<file path="src/rtl/branch_predictor_gshare_if.sv">
// Predictor bus between decode/ROB and the direction predictor.
//   rdy_in                       : global ready, freezes predictor state when low
//   qry_valid, qry_pc            : decode-side branch query
//   pred_taken, pred_idx         : combinational prediction and the table index it used
//   upd_valid, upd_idx,
//   upd_taken, upd_mispred       : ROB commit-side training
//   rob_clear                    : pipeline flush, restores speculative history
//   miss_cnt                     : saturating count of committed mispredictions
// master = pipeline side, slave = predictor side.
interface branch_predictor_gshare_if #(
  parameter int unsigned BHT_SIZE_BIT = 8
);
  logic                    rdy_in;
  logic                    qry_valid;
  logic [31:0]             qry_pc;
  logic                    pred_taken;
  logic [BHT_SIZE_BIT-1:0] pred_idx;
  logic                    upd_valid;
  logic [BHT_SIZE_BIT-1:0] upd_idx;
  logic                    upd_taken;
  logic                    upd_mispred;
  logic                    rob_clear;
  logic [31:0]             miss_cnt;

  modport master (
    output rdy_in, qry_valid, qry_pc, upd_valid, upd_idx, upd_taken, upd_mispred, rob_clear,
    input  pred_taken, pred_idx, miss_cnt
  );

  modport slave (
    input  rdy_in, qry_valid, qry_pc, upd_valid, upd_idx, upd_taken, upd_mispred, rob_clear,
    output pred_taken, pred_idx, miss_cnt
  );
endinterface

</file>
<file path="src/rtl/branch_predictor_gshare.sv">
// Branch direction predictor: table of saturating counters indexed by PC,
// optionally XOR-folded with a speculative global history register (gshare).
//   clk_in : system clock
//   rst_in : asynchronous active-high reset
//   bp     : predictor bus (slave side), see branch_predictor_gshare_if
// Prediction and index are combinational; training, history and the miss
// counter are registered and only advance while bp.rdy_in is high.
module branch_predictor_gshare #(
  parameter int unsigned BHT_SIZE_BIT = 8,
  parameter int unsigned CNT_BITS     = 2,
  parameter int unsigned GHR_BITS     = 6,
  parameter int unsigned MODE         = 1
) (
  input logic                      clk_in,
  input logic                      rst_in,
  branch_predictor_gshare_if.slave bp
);

  localparam int unsigned BHT_SIZE = 1 << BHT_SIZE_BIT;
  localparam logic [CNT_BITS-1:0] CNT_MAX  = '1;
  // Weakly taken, so an untrained table behaves like the old always-taken guess.
  localparam logic [CNT_BITS-1:0] CNT_INIT = CNT_BITS'(1) << (CNT_BITS - 1);

  logic [CNT_BITS-1:0]     cnt_q [BHT_SIZE];
  logic [GHR_BITS-1:0]     spec_ghr_q;
  logic [GHR_BITS-1:0]     spec_ghr_d;
  logic [GHR_BITS-1:0]     commit_ghr_q;
  logic [GHR_BITS-1:0]     commit_ghr_d;
  logic [31:0]             miss_cnt_q;
  logic [31:0]             miss_cnt_d;
  logic [CNT_BITS-1:0]     cnt_upd;
  logic [CNT_BITS-1:0]     pred_cnt;
  logic [BHT_SIZE_BIT-1:0] pc_idx;
  logic [BHT_SIZE_BIT-1:0] pred_idx;
  logic                    pred_taken;
  logic                    unused_pc;

  // Word-aligned PC bits select the entry; the rest of the PC does not matter.
  assign pc_idx    = bp.qry_pc[BHT_SIZE_BIT+1:2];
  assign unused_pc = ^{bp.qry_pc[31:BHT_SIZE_BIT+2], bp.qry_pc[1:0]};

  // Index selection: history is zero-extended at the MSB side before the XOR.
  generate
    if (MODE != 0) begin : g_gshare
      assign pred_idx = pc_idx ^ BHT_SIZE_BIT'(spec_ghr_q);
    end else begin : g_bimodal
      logic unused_ghr;
      assign pred_idx   = pc_idx;
      assign unused_ghr = ^spec_ghr_q;
    end
  endgenerate

  // Prediction is the counter MSB, read before any same-cycle training.
  assign pred_cnt      = cnt_q[pred_idx];
  assign pred_taken    = pred_cnt[CNT_BITS-1];
  assign bp.pred_taken = pred_taken;
  assign bp.pred_idx   = pred_idx;
  assign bp.miss_cnt   = miss_cnt_q;

  // Next-state: saturating training, commit/speculative history, miss counter.
  always_comb begin
    cnt_upd      = cnt_q[bp.upd_idx];
    commit_ghr_d = commit_ghr_q;
    spec_ghr_d   = spec_ghr_q;
    miss_cnt_d   = miss_cnt_q;

    if (bp.upd_valid) begin
      if (bp.upd_taken) begin
        if (cnt_upd != CNT_MAX) begin
          cnt_upd = cnt_upd + CNT_BITS'(1);
        end
      end else if (cnt_upd != '0) begin
        cnt_upd = cnt_upd - CNT_BITS'(1);
      end
      // Truncating cast drops the oldest bit and also covers GHR_BITS == 1.
      commit_ghr_d = GHR_BITS'({commit_ghr_q, bp.upd_taken});
      if (bp.upd_mispred && (miss_cnt_q != '1)) begin
        miss_cnt_d = miss_cnt_q + 32'd1;
      end
    end

    // A flush wins over a query and restores the history including this cycle's commit.
    if (bp.rob_clear) begin
      spec_ghr_d = commit_ghr_d;
    end else if (bp.qry_valid) begin
      spec_ghr_d = GHR_BITS'({spec_ghr_q, pred_taken});
    end
  end

  // Counter table.
  always_ff @(posedge clk_in or posedge rst_in) begin
    if (rst_in) begin
      for (int i = 0; i < int'(BHT_SIZE); i++) begin
        cnt_q[i] <= CNT_INIT;
      end
    end else if (bp.rdy_in && bp.upd_valid) begin
      cnt_q[bp.upd_idx] <= cnt_upd;
    end
  end

  // History registers and miss counter.
  always_ff @(posedge clk_in or posedge rst_in) begin
    if (rst_in) begin
      spec_ghr_q   <= '0;
      commit_ghr_q <= '0;
      miss_cnt_q   <= '0;
    end else if (bp.rdy_in) begin
      spec_ghr_q   <= spec_ghr_d;
      commit_ghr_q <= commit_ghr_d;
      miss_cnt_q   <= miss_cnt_d;
    end
  end

endmodule

</file>
<file path="src/flat_wrapper.sv">
// flat-port wrapper written by rule: the top's interface ports become plain ports
module branch_predictor_gshare_flat 
#(
  parameter int unsigned BHT_SIZE_BIT = 8,
  parameter int unsigned CNT_BITS     = 2,
  parameter int unsigned GHR_BITS     = 6,
  parameter int unsigned MODE         = 1
)
  (clk_in, rst_in, bp_rdy_in, bp_qry_valid, bp_qry_pc, bp_upd_valid, bp_upd_idx, bp_upd_taken, bp_upd_mispred, bp_rob_clear, bp_pred_taken, bp_pred_idx, bp_miss_cnt);
  branch_predictor_gshare_if #(.BHT_SIZE_BIT(BHT_SIZE_BIT)) bp_i ();
  input logic clk_in;
  input logic rst_in;
  input wire logic [$bits(bp_i.rdy_in)-1:0] bp_rdy_in;
  input wire logic [$bits(bp_i.qry_valid)-1:0] bp_qry_valid;
  input wire logic [$bits(bp_i.qry_pc)-1:0] bp_qry_pc;
  input wire logic [$bits(bp_i.upd_valid)-1:0] bp_upd_valid;
  input wire logic [$bits(bp_i.upd_idx)-1:0] bp_upd_idx;
  input wire logic [$bits(bp_i.upd_taken)-1:0] bp_upd_taken;
  input wire logic [$bits(bp_i.upd_mispred)-1:0] bp_upd_mispred;
  input wire logic [$bits(bp_i.rob_clear)-1:0] bp_rob_clear;
  output wire logic [$bits(bp_i.pred_taken)-1:0] bp_pred_taken;
  output wire logic [$bits(bp_i.pred_idx)-1:0] bp_pred_idx;
  output wire logic [$bits(bp_i.miss_cnt)-1:0] bp_miss_cnt;
  assign bp_i.rdy_in = bp_rdy_in;
  assign bp_i.qry_valid = bp_qry_valid;
  assign bp_i.qry_pc = bp_qry_pc;
  assign bp_i.upd_valid = bp_upd_valid;
  assign bp_i.upd_idx = bp_upd_idx;
  assign bp_i.upd_taken = bp_upd_taken;
  assign bp_i.upd_mispred = bp_upd_mispred;
  assign bp_i.rob_clear = bp_rob_clear;
  assign bp_pred_taken = bp_i.pred_taken;
  assign bp_pred_idx = bp_i.pred_idx;
  assign bp_miss_cnt = bp_i.miss_cnt;
  branch_predictor_gshare #(.BHT_SIZE_BIT(BHT_SIZE_BIT), .CNT_BITS(CNT_BITS), .GHR_BITS(GHR_BITS), .MODE(MODE)) u_core (.clk_in(clk_in), .rst_in(rst_in), .bp(bp_i));
endmodule
</file>
<file path="config.mk">
export PLATFORM = sky130hd
export DESIGN_NAME = branch_predictor_gshare_flat
export DESIGN_NICKNAME = d
export VERILOG_FILES = /design/src/rtl/branch_predictor_gshare_if.sv /design/src/rtl/branch_predictor_gshare.sv /design/src/flat_wrapper.sv
export SDC_FILE = /design/constraint.sdc
export NUM_CORES = 2
export LEC_CHECK = 0
export ABC_AREA = 0
export BUFFER_PORTS_ARGS = -buffer_cell sky130_fd_sc_hd__buf_2
export CAP_MARGIN = 20
export CORE_MARGIN = 3
export CORE_UTILIZATION = 35
export DETAILED_ROUTE_END_ITERATION = 8
export GPL_TIMING_DRIVEN = 0
export PLACE_DENSITY = 0.55
export SYNTH_ARGS = -nofsm -noshare
export SYNTH_HDL_FRONTEND = slang
export SYNTH_SLANG_ARGS = --single-unit
</file>
<file path="constraint.sdc">
create_clock -name clk_in -period 17.8 [get_ports clk_in]
set_input_delay 2.67 -clock clk_in [delete_from_list [all_inputs] [get_ports clk_in]]
set_output_delay 2.67 -clock clk_in [all_outputs]
set_load 0.02 [all_outputs]
</file>
Yosys cells after proc, flatten, opt, wreduce, memory -nomap -nowiden
Cells that the tools add are included.
{ "totals": {"regBits": 556, "input_bits": 48, "out_inout_bits": 41} }
{ "classes": {"n_addsub": 3, "order_cmp": 3, "n_eq_ne": 2, "muxes": 16, "bitwise_logic": 3, "n_reduce_logical": 7} }
{ "ops": {"columns": ["cell", "n"], "rows": [
  ["512-bit bitwise mux", 1],
  ["32-bit by 1-bit adder with 32-bit output (second input constant)", 1],
  ["2-bit binary-select mux with 8-bit select", 2],
  ["32-bit != test (second input constant)", 1],
  ["9-bit >= comparator (second input constant)", 2],
  ["2-bit two-way mux", 9],
  ["6-bit two-way mux", 3],
  ["8-bit NOT with 9-bit output", 2],
  ["2-bit demux with 8-bit select", 1],
  ["9-bit by 1-bit < comparator with 1-bit output (second input constant)", 1],
  ["8-bit by 6-bit bitwise XOR with 8-bit output", 1],
  ["2-bit nonzero test", 2],
  ["1-bit logical AND", 3],
  ["3-bit AND reduction", 1],
  ["2-bit by 1-bit adder with 2-bit output (second input constant)", 1],
  ["2-bit != test (second input constant)", 1],
  ["2-bit AND reduction", 1],
  ["2-bit by 1-bit subtractor with 2-bit output (second input constant)", 1]
]} }

Longest topological paths before layout
{ "depth": {"word_depth": 9, "depth_mapped": 17, "depth_no_buf": 10} }

Worst setup path after synthesis
Ideal clock, no wire load.
{ "synth_path": {"path_type": "input-to-output", "start": "input port bp_qry_pc[2]", "end": "output port bp_pred_taken", "t_arrival_ns": 5.149, "required_ns": 15.130, "path_slack_ns": 9.981, "stages": 12, "path_cell_list": "xnor2_1 > clkinv_1 > buf_2 > buf_2 > buf_2 > clkbuf_1 > mux2i_1 > a32oi_1 > a31oi_1 > nand3_1 > a31oi_1 > nand2_1"} }
{ "synth_between": {"elab_chain_cells": 5} }
{ "synth_lines": {"columns": ["element", "line_no", "text"], "rows": [
  ["from (decl)", "flat_wrapper.sv:15", "input wire logic [$bits(bp_i.qry_pc)-1:0] bp_qry_pc;"],
  ["8-bit by 6-bit bitwise XOR with 8-bit output", "branch_predictor_gshare.sv:45", "assign pred_idx = pc_idx ^ BHT_SIZE_BIT'(spec_ghr_q);"],
  ["via bp_pred_idx[0]", "flat_wrapper.sv:22", "output wire logic [$bits(bp_i.pred_idx)-1:0] bp_pred_idx;"],
  ["8-bit NOT with 9-bit output (implied by the code)", "branch_predictor_gshare.sv:54", "assign pred_cnt = cnt_q[pred_idx];"],
  ["2-bit binary-select mux with 8-bit select", "branch_predictor_gshare.sv:54", null],
  ["2-bit two-way mux (implied by the code) (2 in a row)", "branch_predictor_gshare.sv:54", null],
  ["to (decl)", "flat_wrapper.sv:21", "output wire logic [$bits(bp_i.pred_taken)-1:0] bp_pred_taken;"]
]} }
The timed path passes the listed nets, and every way through them passes these cells. The select of a mux whose other input is x is not followed.

Worst setup path after layout
{ "layout_path": {"start": "input port bp_qry_pc[2]", "end": "output port bp_pred_taken"} }
{ "layout_between": {"elab_chain_cells": 5} }
{ "layout_lines": {"columns": ["element", "line_no"], "rows": [
  ["8-bit by 6-bit bitwise XOR with 8-bit output", "branch_predictor_gshare.sv:45"],
  ["8-bit NOT with 9-bit output (implied by the code)", "branch_predictor_gshare.sv:54"],
  ["2-bit binary-select mux with 8-bit select", "branch_predictor_gshare.sv:54"],
  ["2-bit two-way mux (implied by the code) (2 in a row)", "branch_predictor_gshare.sv:54"]
]} }
Every way passes these cells. The select of a mux whose other input is x is not followed.

==> impl_metrics.env <==
export IMPL_drt_iter0_drc=2844
export IMPL_cap_violations=0
export IMPL_initial_core_util_pct=35.43
export IMPL_grt_overflow_total=0
export IMPL_critPathBufInv=5
export IMPL_first_pass_iters=8
export IMPL_clock_sinks=556
export IMPL_cp_slowest_cell="xnor2_1"
export IMPL_htreeDepth=3
export IMPL_syn_to_final_growth_pct=15.78
export IMPL_worst_slew_pin_slew_ps=1256
export IMPL_r2r_slack_ps=12470
export IMPL_synth_compound_area_share_pct=7.730
export IMPL_postSynthCellCount=2489
export IMPL_core_area_um2=80680
export IMPL_fp_row_count=104
export IMPL_cts_tree="done"
export IMPL_avgSynthCellArea_um2=11.48
export IMPL_p_leak_uw=0.01360
export IMPL_clk_pin_slew_worst_paths_ps=60
export IMPL_hold_buffers=0
export IMPL_drc_errors=0
export IMPL_cts_buffer_depth=3
export IMPL_drive_gt1_share_pct=35.42
export IMPL_synth_seq_cells=556
export IMPL_vias=22810
export IMPL_pwr_share_comb_pct=16.9
export IMPL_fmax_mhz=97.95
export IMPL_yosysSeqAreaShare_pct=49.79
export IMPL_die_w_um=291.8
export IMPL_seqPwrFrac_pct=40.8
export IMPL_setup_slack_ps=7591
export IMPL_rr_startpoint="u_core.spec_ghr_q[0]"
export IMPL_synthAdderAreaFrac_pct=0.04377
export IMPL_io_pins=89
export IMPL_min_period_over_period_pct=57.36
export IMPL_track_usage_pct=26.75
export IMPL_synth_top_area_share_pct=26.26
export IMPL_cts_buffers=66
export IMPL_synth_simple_gate_area_share_pct=11.86
export IMPL_cp_start_kind="input port"
export IMPL_post_cts_setup_buffers=0
export IMPL_rsz0062_at_grt="false"
export IMPL_p_sw_uw=1004
export IMPL_ys_warn_count=0
export IMPL_p_int_uw=2370
export IMPL_dp_cells=3647
export IMPL_rr_endpoint="u_core.spec_ghr_q[0]"
export IMPL_synth_top_family_by_area="multiplexers"
export IMPL_synth_edf_count=0
export IMPL_dp_hpwl_mm=81.48
export IMPL_instances_no_fill=3771
export IMPL_synthMuxAreaShare_pct=26.19
export IMPL_powerDensity_nw_per_um2=101.9
export IMPL_fin_crit_ps=10210
export IMPL_synth_nets=2538
export IMPL_vdd_drop_max_mv=0.06811
export IMPL_cp_arrival_ps=7540
export IMPL_hold_start="u_core.bp.miss_cnt[15]"
export IMPL_finClkSkew_ps=20.69
export IMPL_setup_tns_ps=0
export IMPL_synth_most_common_cell="nor2_1"
export IMPL_worstPathRequired_ps=15130
export IMPL_grt_max_degree=135
export IMPL_synth_area_um2=28580
export IMPL_ant_nets=0
export IMPL_synth_cell_type_count=66
export IMPL_clkPwrFrac_pct=42.3
export IMPL_grt_pass1_vias=22860
export IMPL_grt_pass1_wl_mm=163.9
export IMPL_numPortBuffers=61
export IMPL_whs_ps=484.3
export IMPL_vias_per_cell=6.048
export IMPL_gp_congestion=0.9974
export IMPL_final_util_pct=41.02
export IMPL_finalMaxSlewViolations=0
export IMPL_final_setup_viol_count=0
export IMPL_critPathTopFamily="buffers and inverters"
export IMPL_cpPeakStageDelay_ps=820
export IMPL_hold_viol_final=0
export IMPL_routed_wl_mm=115.1
export IMPL_clock_latency_ps=630
export IMPL_min_to="u_core.bp.miss_cnt[15]"
export IMPL_dieArea_um2=85140
export IMPL_swShare_pct=29.75
export IMPL_synth_top_area_cell="dfrtp_1"
export IMPL_fin_nets=2706
export IMPL_status="finished, final reports clean"
export IMPL_criticalPathCategory="in2out"
export IMPL_cp_max_fo=10
export IMPL_cp_common_cell="buf_2"
export IMPL_min_path_cells=1
export IMPL_antenna_found_initial=3
export IMPL_synth_common_cells="nor2_1 (428), dfrtp_1 (300), mux2_2 (270), dfstp_2 (256), nand2_1 (230)"
export IMPL_dp_slack_ps=7862
export IMPL_cp_end_kind="output pin"
export IMPL_fp_dieH_um=291.8
export IMPL_ctsResizeCount=0
export IMPL_cts_root_buffer="clkbuf_16"
export IMPL_synth_async_reset_ratio_pct=100.0
export IMPL_synth_xor_area_share_pct=1.134
export IMPL_max_slew_margin_pct=16.30
export IMPL_yosys_top_cells_area="dfrtp_1 (26%), dfstp_2 (24%), mux4_2 (13%)"
export IMPL_wire_per_inst_um=30.52
export IMPL_crit_chain="buf_2, xnor2_1, clkinv_1, buf_2, buf_2, mux4_2, mux2i_1, o22ai_1, nor4_1, nor4b_1, nor2_1, nand2_1, buf_2"
export IMPL_reg2reg_depth=12
export IMPL_synth_ff_type="dfrtp_1"
export IMPL_hp_class="reg2reg"
layout by cell type, fill, tap and decap left out, types with 35 or more instances in the layout:
cell       count
dfstp_2      256
clkbuf_16     73
mux2_2       270
nand3_1       35
mux4_2       161
a21oi_1      210
nor2_1       427
dfrtp_1      300
buf_2         90
nand2_1      230
mux2i_1       82
clkbuf_1     122
o21ai_0       71
area by class of cell:
type / count / area [µm²]
repair buffers: 100 / 875.8
plain buffers: 178 / 875.8
inverters: 15 / 63.81
multi-input cells: 1740 / 13440
fillers: 7666 / 47580
clock inverters: 17 / 187.7
flip-flops and latches: 556 / 14230
diodes: 1 / 2.502
well taps: 1060 / 1326
clock buffers: 104 / 2093
worst max path at each step:
stage / start / end / slack (ps) / cells after the start
finish: bp_qry_pc[2] / bp_pred_taken / 7590 / 13
global route: bp_qry_pc[2] / bp_pred_taken / 7750 / 13
CTS: bp_qry_pc[2] / bp_pred_taken / 7830 / 13
detailed placement: bp_qry_pc[2] / bp_pred_taken / 7860 / 13
global placement: rst_in / u_core.cnt_q[162] / -6050 / 2
floorplan: rst_in / u_core.bp.miss_cnt[0] / 6 / 1
logic make-up (layout without fill, tap and decap cells):
kind of cell | after synthesis | after routing
AO/OA/AOI/OAI | 382 | 382
XOR/XNOR | 37 | 37
adder cells (fa/ha/maj) | 1 | 1
buffers and inverters | 193 | 414
flip-flops | 556 | 556
multiplexers | 513 | 513
other | 0 | 1
AND/OR/NAND/NOR | 807 | 807
registers in the layout (all words and copies together), names as in the netlist:
signal	cells
u_core.commit_ghr_q	6
u_core.bp.miss_cnt	32
u_core.cnt_q	512
u_core.spec_ghr_q	6
per-stage QoR:
| step | total power, µW | instance area [µm²] |
|---|---|---|
| floorplan | 1689 | 28580 |
| global placement | 1922 | 30220 |
| detailed placement | 1943 | 30780 |
| CTS | 3369 | 33060 |
| global route | 3457 | 33090 |
| finish | 3373 | 33100 |
power by group through the flow:
stage / registers, µW / clock network (µW) / logic, µW
floorplan: 1380 / 0 / 304
finish: 1380 / 1430 / 571
detailed placement: 1400 / 0 / 548
global placement: 1390 / 0 / 531
CTS: 1380 / 1440 / 549
global route: 1380 / 1500 / 578
layer usage:
layer | up-vias | routed length (µm) | global-route usage [%]
li1 | 9306 | - | -
met5 | - | 0 | 0
met2 | 1448 | 49990 | 39.97
met4 | 0 | 6987 | 13.90
met3 | 377 | 12640 | 8.146
met1 | 11680 | 45490 | 35.12
Power figures use the tool's default switching activity.
